## src/rtl/mio_bus_arbiter_pkg.sv

```systemverilog
// Shared constants for the two-master memory/IO arbiter: FSM state encoding,
// owner identifiers and the tie-break helper.
package mio_arb_pkg;

  localparam logic [1:0] ARB_IDLE   = 2'd0;
  localparam logic [1:0] ARB_ACCESS = 2'd1;
  localparam logic [1:0] ARB_RESP   = 2'd2;

  localparam logic OWN_CPU = 1'b0;
  localparam logic OWN_DMA = 1'b1;

  // Picks the master to serve from the current requests. With rr set, a tie
  // goes to whichever master was not served last; otherwise the CPU wins.
  function automatic logic pick_owner(input logic cpu_req,
                                      input logic dma_req,
                                      input logic last_owner,
                                      input logic rr);
    logic owner;
    if (cpu_req && dma_req) begin
      if (rr)
        owner = (last_owner == OWN_CPU) ? OWN_DMA : OWN_CPU;
      else
        owner = OWN_CPU;
    end else if (cpu_req) begin
      owner = OWN_CPU;
    end else begin
      owner = OWN_DMA;
    end
    return owner;
  endfunction

endpackage

```

## src/rtl/mio_bus_arbiter_if.sv

```systemverilog
// Handshake bundle between the CPU/DMA masters, the arbiter and the memory/IO
// bus. The arbiter uses the slave modport; requesters and the bus model use master.
interface mio_bus_arbiter_if;

  logic        cpu_req;
  logic        cpu_we;
  logic [31:0] cpu_addr;
  logic [31:0] cpu_wdata;
  logic [31:0] cpu_rdata;
  logic        cpu_ack;
  logic        cpu_err;

  logic        dma_req;
  logic        dma_we;
  logic [31:0] dma_addr;
  logic [31:0] dma_wdata;
  logic [31:0] dma_rdata;
  logic        dma_ack;
  logic        dma_err;

  logic        mem_req;
  logic        mem_we;
  logic [31:0] mem_addr;
  logic [31:0] mem_wdata;
  logic [31:0] mem_rdata;
  logic        mem_ready;

  logic        busy;

  modport slave (
    input  cpu_req, cpu_we, cpu_addr, cpu_wdata,
    output cpu_rdata, cpu_ack, cpu_err,
    input  dma_req, dma_we, dma_addr, dma_wdata,
    output dma_rdata, dma_ack, dma_err,
    output mem_req, mem_we, mem_addr, mem_wdata,
    input  mem_rdata, mem_ready,
    output busy
  );

  modport master (
    output cpu_req, cpu_we, cpu_addr, cpu_wdata,
    input  cpu_rdata, cpu_ack, cpu_err,
    output dma_req, dma_we, dma_addr, dma_wdata,
    input  dma_rdata, dma_ack, dma_err,
    input  mem_req, mem_we, mem_addr, mem_wdata,
    output mem_rdata, mem_ready,
    input  busy
  );

endinterface

```

## src/rtl/mio_bus_arbiter_timer.sv

```systemverilog
// ACCESS-phase timeout counter for the arbiter. Counts enabled cycles from a
// clear and flags the last permitted wait cycle.
module mio_arb_timer #(
  parameter int unsigned TIMEOUT = 16,
  parameter int unsigned TW      = 5
) (
  input  logic clk,
  input  logic rst,
  input  logic clear,
  input  logic enable,
  output logic expired
);

  logic [TW-1:0] cnt;

  always_ff @(posedge clk or posedge rst) begin
    if (rst)
      cnt <= '0;
    else if (clear)
      cnt <= '0;
    else if (enable)
      cnt <= cnt + TW'(1);
  end

  assign expired = (cnt == TW'(TIMEOUT - 1));

endmodule

```

## src/rtl/mio_bus_arbiter.sv

```systemverilog
// Two-master arbiter for the CPU data-memory/IO port: one transaction at a time
// through IDLE/ACCESS/RESP with a bus timeout. Define MIO_ARB_RR_EN for
// round-robin tie-break; default build gives the CPU fixed priority.
module mio_bus_arbiter
  import mio_arb_pkg::*;
#(
  parameter int unsigned TIMEOUT = 16,
  parameter int unsigned TW      = 5
) (
  input logic               clk,
  input logic               rst,
  mio_bus_arbiter_if.slave  bus
);

  logic [1:0]  state;
  logic        owner;
  logic        win;
  logic        any_req;
  logic        expired;
  logic        done;
  logic        load_rdata;
  logic [31:0] rdata_next;

  logic        mem_req_q;
  logic        mem_we_q;
  logic [31:0] mem_addr_q;
  logic [31:0] mem_wdata_q;
  logic [31:0] cpu_rdata_q;
  logic [31:0] dma_rdata_q;
  logic        cpu_ack_q;
  logic        dma_ack_q;
  logic        cpu_err_q;
  logic        dma_err_q;

  mio_arb_timer #(
    .TIMEOUT (TIMEOUT),
    .TW      (TW)
  ) u_timer (
    .clk     (clk),
    .rst     (rst),
    .clear   (state != ARB_ACCESS),
    .enable  (state == ARB_ACCESS),
    .expired (expired)
  );

  // owner holds the master of the current transaction; with round-robin it
  // doubles as the last-served record, reset to DMA so the CPU wins first.
  always_comb begin
    any_req = bus.cpu_req | bus.dma_req;
`ifdef MIO_ARB_RR_EN
    win = pick_owner(bus.cpu_req, bus.dma_req, owner, 1'b1);
`else
    win = pick_owner(bus.cpu_req, bus.dma_req, owner, 1'b0);
`endif
  end

  // mem_ready takes precedence over a coincident timeout.
  always_comb begin
    done       = bus.mem_ready | expired;
    load_rdata = ~bus.mem_ready | ~mem_we_q;
    rdata_next = bus.mem_ready ? bus.mem_rdata : '0;
  end

  always_ff @(posedge clk or posedge rst) begin
    if (rst) begin
      state       <= ARB_IDLE;
      owner       <= OWN_DMA;
      mem_req_q   <= 1'b0;
      mem_we_q    <= 1'b0;
      mem_addr_q  <= '0;
      mem_wdata_q <= '0;
      cpu_rdata_q <= '0;
      dma_rdata_q <= '0;
      cpu_ack_q   <= 1'b0;
      dma_ack_q   <= 1'b0;
      cpu_err_q   <= 1'b0;
      dma_err_q   <= 1'b0;
    end else begin
      cpu_ack_q <= 1'b0;
      dma_ack_q <= 1'b0;
      cpu_err_q <= 1'b0;
      dma_err_q <= 1'b0;
      case (state)
        ARB_IDLE: begin
          if (any_req) begin
            owner     <= win;
            mem_req_q <= 1'b1;
            if (win == OWN_CPU) begin
              mem_we_q    <= bus.cpu_we;
              mem_addr_q  <= bus.cpu_addr;
              mem_wdata_q <= bus.cpu_wdata;
            end else begin
              mem_we_q    <= bus.dma_we;
              mem_addr_q  <= bus.dma_addr;
              mem_wdata_q <= bus.dma_wdata;
            end
            state <= ARB_ACCESS;
          end
        end
        ARB_ACCESS: begin
          if (done) begin
            mem_req_q <= 1'b0;
            state     <= ARB_RESP;
            // ack/err register here so they are high for the whole RESP cycle
            if (owner == OWN_CPU) begin
              cpu_ack_q <= 1'b1;
              cpu_err_q <= ~bus.mem_ready;
              if (load_rdata)
                cpu_rdata_q <= rdata_next;
            end else begin
              dma_ack_q <= 1'b1;
              dma_err_q <= ~bus.mem_ready;
              if (load_rdata)
                dma_rdata_q <= rdata_next;
            end
          end
        end
        ARB_RESP: begin
          state <= ARB_IDLE;
        end
        default: begin
          state <= ARB_IDLE;
        end
      endcase
    end
  end

  assign bus.mem_req   = mem_req_q;
  assign bus.mem_we    = mem_we_q;
  assign bus.mem_addr  = mem_addr_q;
  assign bus.mem_wdata = mem_wdata_q;
  assign bus.cpu_rdata = cpu_rdata_q;
  assign bus.dma_rdata = dma_rdata_q;
  assign bus.cpu_ack   = cpu_ack_q;
  assign bus.dma_ack   = dma_ack_q;
  assign bus.cpu_err   = cpu_err_q;
  assign bus.dma_err   = dma_err_q;
  assign bus.busy      = (state != ARB_IDLE);

endmodule

```

## src/flat_wrapper.sv

```systemverilog
// flat-port wrapper written by rule: the top's interface ports become plain ports
module mio_bus_arbiter_flat import mio_arb_pkg::*;
#(
  parameter int unsigned TIMEOUT = 16,
  parameter int unsigned TW      = 5
)
  (clk, rst, bus_cpu_req, bus_cpu_we, bus_cpu_addr, bus_cpu_wdata, bus_cpu_rdata, bus_cpu_ack, bus_cpu_err, bus_dma_req, bus_dma_we, bus_dma_addr, bus_dma_wdata, bus_dma_rdata, bus_dma_ack, bus_dma_err, bus_mem_req, bus_mem_we, bus_mem_addr, bus_mem_wdata, bus_mem_rdata, bus_mem_ready, bus_busy);
  mio_bus_arbiter_if bus_i ();
  input logic clk;
  input logic rst;
  input wire logic [$bits(bus_i.cpu_req)-1:0] bus_cpu_req;
  input wire logic [$bits(bus_i.cpu_we)-1:0] bus_cpu_we;
  input wire logic [$bits(bus_i.cpu_addr)-1:0] bus_cpu_addr;
  input wire logic [$bits(bus_i.cpu_wdata)-1:0] bus_cpu_wdata;
  output wire logic [$bits(bus_i.cpu_rdata)-1:0] bus_cpu_rdata;
  output wire logic [$bits(bus_i.cpu_ack)-1:0] bus_cpu_ack;
  output wire logic [$bits(bus_i.cpu_err)-1:0] bus_cpu_err;
  input wire logic [$bits(bus_i.dma_req)-1:0] bus_dma_req;
  input wire logic [$bits(bus_i.dma_we)-1:0] bus_dma_we;
  input wire logic [$bits(bus_i.dma_addr)-1:0] bus_dma_addr;
  input wire logic [$bits(bus_i.dma_wdata)-1:0] bus_dma_wdata;
  output wire logic [$bits(bus_i.dma_rdata)-1:0] bus_dma_rdata;
  output wire logic [$bits(bus_i.dma_ack)-1:0] bus_dma_ack;
  output wire logic [$bits(bus_i.dma_err)-1:0] bus_dma_err;
  output wire logic [$bits(bus_i.mem_req)-1:0] bus_mem_req;
  output wire logic [$bits(bus_i.mem_we)-1:0] bus_mem_we;
  output wire logic [$bits(bus_i.mem_addr)-1:0] bus_mem_addr;
  output wire logic [$bits(bus_i.mem_wdata)-1:0] bus_mem_wdata;
  input wire logic [$bits(bus_i.mem_rdata)-1:0] bus_mem_rdata;
  input wire logic [$bits(bus_i.mem_ready)-1:0] bus_mem_ready;
  output wire logic [$bits(bus_i.busy)-1:0] bus_busy;
  assign bus_i.cpu_req = bus_cpu_req;
  assign bus_i.cpu_we = bus_cpu_we;
  assign bus_i.cpu_addr = bus_cpu_addr;
  assign bus_i.cpu_wdata = bus_cpu_wdata;
  assign bus_cpu_rdata = bus_i.cpu_rdata;
  assign bus_cpu_ack = bus_i.cpu_ack;
  assign bus_cpu_err = bus_i.cpu_err;
  assign bus_i.dma_req = bus_dma_req;
  assign bus_i.dma_we = bus_dma_we;
  assign bus_i.dma_addr = bus_dma_addr;
  assign bus_i.dma_wdata = bus_dma_wdata;
  assign bus_dma_rdata = bus_i.dma_rdata;
  assign bus_dma_ack = bus_i.dma_ack;
  assign bus_dma_err = bus_i.dma_err;
  assign bus_mem_req = bus_i.mem_req;
  assign bus_mem_we = bus_i.mem_we;
  assign bus_mem_addr = bus_i.mem_addr;
  assign bus_mem_wdata = bus_i.mem_wdata;
  assign bus_i.mem_rdata = bus_mem_rdata;
  assign bus_i.mem_ready = bus_mem_ready;
  assign bus_busy = bus_i.busy;
  mio_bus_arbiter #(.TIMEOUT(TIMEOUT), .TW(TW)) u_core (.clk(clk), .rst(rst), .bus(bus_i));
endmodule
```

## config.mk

```make
export PLATFORM = sky130hd
export DESIGN_NAME = mio_bus_arbiter_flat
export DESIGN_NICKNAME = d
export VERILOG_FILES = /design/src/rtl/mio_bus_arbiter_pkg.sv /design/src/rtl/mio_bus_arbiter_if.sv /design/src/rtl/mio_bus_arbiter_timer.sv /design/src/rtl/mio_bus_arbiter.sv /design/src/flat_wrapper.sv
export SDC_FILE = /design/constraint.sdc
export NUM_CORES = 1
export LEC_CHECK = 0
export ABC_AREA = 1
export BUFFER_PORTS_ARGS = -buffer_cell sky130_fd_sc_hd__buf_2
export CAP_MARGIN = 5
export CELL_PAD_IN_SITES_DETAIL_PLACEMENT = 0
export CELL_PAD_IN_SITES_GLOBAL_PLACEMENT = 2
export CORE_ASPECT_RATIO = 1.25
export CORE_MARGIN = 2
export CORE_UTILIZATION = 26
export DETAILED_ROUTE_END_ITERATION = 8
export GPL_ROUTABILITY_DRIVEN = 0
export GPL_TIMING_DRIVEN = 0
export PLACE_DENSITY_LB_ADDON = 0.1
export SETUP_SLACK_MARGIN = 0.3
export SLEW_MARGIN = 20
export SYNTH_ARGS = -nofsm -noshare
export SYNTH_HDL_FRONTEND = slang
export SYNTH_SLANG_ARGS = --single-unit
```

## constraint.sdc

```tcl
create_clock -name clk -period 14 [get_ports clk]
set_input_delay 2.8 -clock clk [delete_from_list [all_inputs] [get_ports clk]]
set_output_delay 2.8 -clock clk [all_outputs]
set_load 0.005 [all_outputs]
```

# Yosys cells after proc, flatten, opt, wreduce, memory -nomap -nowiden
# Cells that the tools add are included.
[totals]
word_cells = 61
in_bits = 167
out_inout_bits = 135
reg_bits = 142
[classes]
n_mux = 26
n_addsub = 1
bitwise = 6
n_reduce_logical = 10
eq_ne = 5
[ops]
columns = ["cell", "n"]
rows = [
  ["$mux W32", 3],
  ["$mux W1", 17],
  ["$mux W5", 2],
  ["$reduce_and A4 Y1", 2],
  ["$ne A2 B1 Y1 const B", 3],
  ["$reduce_bool A2 Y1", 3],
  ["$add A5 B1 Y5 const B", 1],
  ["$eq A5 B4 Y1 const B", 1],
  ["$mux W2", 2],
  ["$pmux W2 S2", 1],
  ["$reduce_and A2 Y1", 2],
  ["$not A1 Y1", 3],
  ["$or A1 B1 Y1", 3],
  ["$reduce_and A3 Y1", 1],
  ["$eq A2 B1 Y1 const B", 1],
  ["$logic_not A2 Y1", 1],
  ["$pmux W1 S2", 1],
  ["$logic_and A1 B1 Y1", 1],
]

# Longest topological paths before layout
[logic_depth]
word_depth = 4
mapped_depth = 10
depth_no_buf = 9

# Modules after synthesis
# A second synthesis with hierarchy kept.
[hier_totals]
hier_cells = 897
hier_area_um2 = 6621.4
[modules_own_cells]
columns = ["module", "area_each_um2", "cells_each", "instances", "seq_area_each_um2"]
rows = [
  ["mio_bus_arbiter", 6353.6, 865, 1, 3429.5],
  ["mio_arb_timer", 267.8, 32, 1, 125.1],
]

# Least setup slack after synthesis
# No wires, ideal clock.
[synth_path]
path_type = "in2reg"
start = "in bus_mem_ready"
end = "reg u_core.cpu_rdata_q[0] (netlist: u_core.bus.cpu_rdata[0])"
arrival_ns = 3.520
path_stages = 8
slack_ns = 10.363
n_path_buf = 2
path_cell_list = "buf_4 -> nand2_1 -> inv_2 -> nor2_4 -> nand2_2 -> buf_2 -> nand2_1 -> nand2_1"
[synth_between]
elab_chain_cells = 3
[synth_rtl]
columns = ["element", "line_no", "source"]
rows = [
  ["start, declared", "flat_wrapper.sv:30", "input wire logic [$bits(bus_i.mem_ready)-1:0] bus_mem_ready;"],
  ["$not A1 Y1", "mio_bus_arbiter.sv:60", "load_rdata = ~bus.mem_ready | ~mem_we_q;"],
  ["$or A1 B1 Y1", "mio_bus_arbiter.sv:60", ""],
  ["$reduce_and A4 Y1 (no source line)", "n/a", ""],
  ["end signal, assigned", "mio_bus_arbiter.sv:109", "cpu_rdata_q <= rdata_next;"],
  ["end, declared", "mio_bus_arbiter.sv:28", "logic [31:0] cpu_rdata_q;"],
]
# Several ways; a longest one is shown, not always the timed one.
# A chain may end at the register's enable or synchronous reset.

# Worst setup path after layout
[layout_path]
start = "reg u_core.state[0]"
end = "out bus_busy"
[layout_between]
elab_chain_cells = 1
[layout_rtl]
columns = ["element", "line_no", "source"]
rows = [
  ["start, declared", "mio_bus_arbiter.sv:15", "logic [1:0] state;"],
  ["start signal, assigned", "mio_bus_arbiter.sv:66", "state <= ARB_IDLE;"],
  ["start signal, assigned", "mio_bus_arbiter.sv:97", "state <= ARB_ACCESS;"],
  ["start signal, assigned", "mio_bus_arbiter.sv:103", "state <= ARB_RESP;"],
  ["$reduce_bool A2 Y1", "mio_bus_arbiter.sv:138", "assign bus.busy = (state != ARB_IDLE);"],
  ["end, declared", "flat_wrapper.sv:31", "output wire logic [$bits(bus_i.busy)-1:0] bus_busy;"],
]
# Every way passes these cells.

==> impl_results.md <==
- Final min period: between 4 and 5 ns
- Antenna viol nets, final: 0
- Final Core Density: between 30% and 40%
- TritonCTS clock tree: built
- LEAKAGE: around 0.0057 uW
- VDD IR max: 79.08 uV
- Fillcell total: 2814
- Syn_nets: 1056
- CORE AREA: 25050 um^2
- Avg Inst Size Synth: 7.417 um^2
- Crit-path max cell delay: 0.40 ns
- Final Hold Viols: 0
- Wirelength per Cell: between 10 and 15 um
- First-pass DRT Iterations: 5
- Layout area overhead: 38.91%
- Hpwl dp: 16990 um
- GRT Util Overall: between 15 and 20%
- Hold Startpoint: u_core.bus.cpu_rdata[8]$_DFFE_PP0P_
- CP startpoint kind: flop
- Io pins: around 300
- Vias/cell: 4.085
- Worst R2R Setup Slack: 12.21 ns
- Cell taking the most area after synthesis: dfrtp_1
- Synthesized area: 6579 um^2
- Worst-Skew Late Latency: 0.42 ns
- Setup TNS: 0 ns
- Root Driver: clkbuf_16
- Top_reg_cell synth: dfrtp_1
- Die Height: between 150 and 200 um
- Post-synth ARST share: 100.0%
- Worst-path clk slew: 0.07 ns
- Footprint of the multi-input gates: about 2600 um^2
- Synth Register Bits: 142
- Min-Delay Path Class: reg -> reg
- Post-synth EDFFs: 0
- Clock skew: 0.01154 ns
- Post-synthesis compound-gate area fraction: 0.3614%
- Starting Density: 26.26%
- Ratio of cells with drive above 1 in the final layout: between 30% and 40%
- Worst R2R End: u_core.bus.dma_rdata[31]$_DFFE_PP0P_
- Die Wd: between 100 and 150 um
- Cts hold-fix bufs: 0
- Most common cell in the synthesized netlist: nand2_1
- CP required: 11.20 ns
- PD cells: 194.2 nW/um^2
- Pins Over Slew Limit: 0
- Row count: 65
- Worst r2r src: u_core.u_timer.cnt[0]$_DFF_PP0_
- Worst reg2reg path depth: 10
- CTS Buf Count: 17
- Synth cell count leaders: nand2_1, dfrtp_1, nand3_1, inv_1, buf_2
- CP cell instances: nor2_1 -> inv_1 -> buf_2
- Max_cap viols: 0
- Final-report setup violation count: 0
- CP max FO: 3
- Largest net degree at the start of global routing: 97
- DR vias: between 6k and 7k
- First-pass GRT wire length: between 30000 and 40000 um
- PostCTS Resize Cnt: 0
- Clk buf depth: 2
- Fmax: between 200 and 250 MHz
- Tcrit/Tclk final: 29.17%
- Synth Area in Adders: 0.3804%
- Dominant cells by area after synthesis: dfrtp_1, nand2_1, nand3_1, buf_2, inv_1
- Initial antenna violation count: 8
- DIE AREA: 26600 um^2
- CP Data Arrival Time: 1.28 ns
- WHS: 0.4647 ns
- Number of global-route vias before repair: 6619
- Seq/Total Area, Yosys: 54.03%
- Worst setup margin: about 9.9 ns
- Status: completed
- Final nets: 1376
- Post-CTS repair timing setup buffer count: 0
- Least-Margin Pin Slew: about 0.54 ns
- CP Capture Type: primary output
- Crit path from: u_core.state[0]$_DFFE_PP0P_
- Yosys top cell area share: 53.63%
- Largest family of logic cells by synthesized area: simple AND/OR/NAND/NOR gates
- Cells after Synth: 887
- Post-synthesis mux area share: 0%
- H-tree levels: 4
- Synthesis Warnings: 0
- Area share of and/or/nand/nor cells after synthesis: 38.61%
- Slowest CP cell: dfrtp_1
- Initial detailed-routing violation count: 194
- CTS Sinks: ~140
- Distinct cell type count after synthesis: 19
- Remaining global-route overflow: 0
- Drt total wl: 22130 um
- DRC: 0
- RSZ-0062 raised after global routing: false
- Synth Area in XOR/XNOR: 0%
- Buffers & Inverters on Critical Path: 2
- # port buffers: 300
- WHS Endpoint: u_core.bus.cpu_rdata[8]$_DFFE_PP0P_
- Pre-CTS setup slack: between 10 and 15 ns
- Hold path cells: 2
- Max_slew headroom: between 60 and 70%
- Largest delay share family, worst path: flip-flops
- WS Path Type: reg -> out
- Register area: 3555 um^2
## layout make-up
class | count | area share (%)
clock inverter | 14 | 1.848
inverter | 44 | 1.889
sequential | 142 | 38.90
antenna | 4 | 0.1095
timing repair buffer | 301 | 16.73
multi-input combinational | 651 | 28.33
clock buffer | 17 | 4.655
buffer | 50 | 2.957
tap | 335 | 4.587
## where the power goes
part / internal (uW) / total (uW) / switching (uW)
Sequential: 588 / 681 / 93.8
Combinational: 257 / 627 / 370
Clock: 268 / 466 / 198
## kinds of logic after synthesis
group           count (synthesis)
simple gates                  645
flops                         142
buf+inv                        94
compound gates                  4
fa+ha+maj                       2
## worst max-delay path by stage
stage                                      endpoint  slack (ns)  cells past startpoint
6_report                                   bus_busy        9.92                      3
5_1_grt                                    bus_busy        9.82                      3
4_1_cts                                    bus_busy        9.89                      3
3_5_place_dp    u_core.bus.mem_wdata[6]$_DFFE_PP0P_       10.05                      6
3_3_place_gp   u_core.bus.mem_wdata[26]$_DFFE_PP0P_        5.18                      2
2_1_floorplan          u_core.bus.cpu_ack$_DFF_PP0_        7.39                      1
## placed cells by master (no fill, tap or decap), types with 2 or more instances in the layout
master	synthesis	final
nor3_1	2	2
nor2_1	12	12
diode_2	0	4
clkbuf_16	0	17
a21oi_1	2	2
nor2_2	2	2
buf_4	9	9
inv_1	39	38
nand2_2	3	3
nor2_4	3	3
inv_6	0	5
dfrtp_1	141	141
buf_2	33	333
inv_8	0	4
inv_2	5	5
clkinvlp_4	0	3
ha_1	2	2
nand3_1	65	65
bufinv_16	0	2
clkbuf_1	7	7
nand2_1	558	558
## state kept, by name, indices dropped and copies added (netlist names), 2 cells and up
| signal | cells |
|---|---|
| u_core.bus.cpu_rdata | 32 |
| u_core.state | 2 |
| u_core.bus.mem_wdata | 32 |
| u_core.u_timer.cnt | 5 |
| u_core.bus.dma_rdata | 32 |
| u_core.bus.mem_addr | 32 |
## metrics by stage
| step | instance area (um^2) | instances | total power [uW] |
|---|---|---|---|
| after global placement | 8499 | 1522 | 1332 |
| after CTS | 9129 | 1554 | 1813 |
| after detailed placement | 8534 | 1523 | 1334 |
| after floorplan | 6579 | 887 | 1006 |
| final | 9139 | 1558 | 1775 |
| after global routing | 9131 | 1555 | 1932 |
## metal layers
metal	vias to the layer above	share of wire [%]	track usage, %
met2	179	50	30.06
li1	3320	-	-
met1	2833	41	19.63
met3	22	7.9	6.859
met4	10	0.94	3.573
met5	-	0.27	0
## worst min-delay path, cell delays in order (launching register included)
cell and delay [ns]:
dfrtp_1 0.34, nand2_1 0.05, nand2_1 0.04
Power figures use the tool's default switching activity.
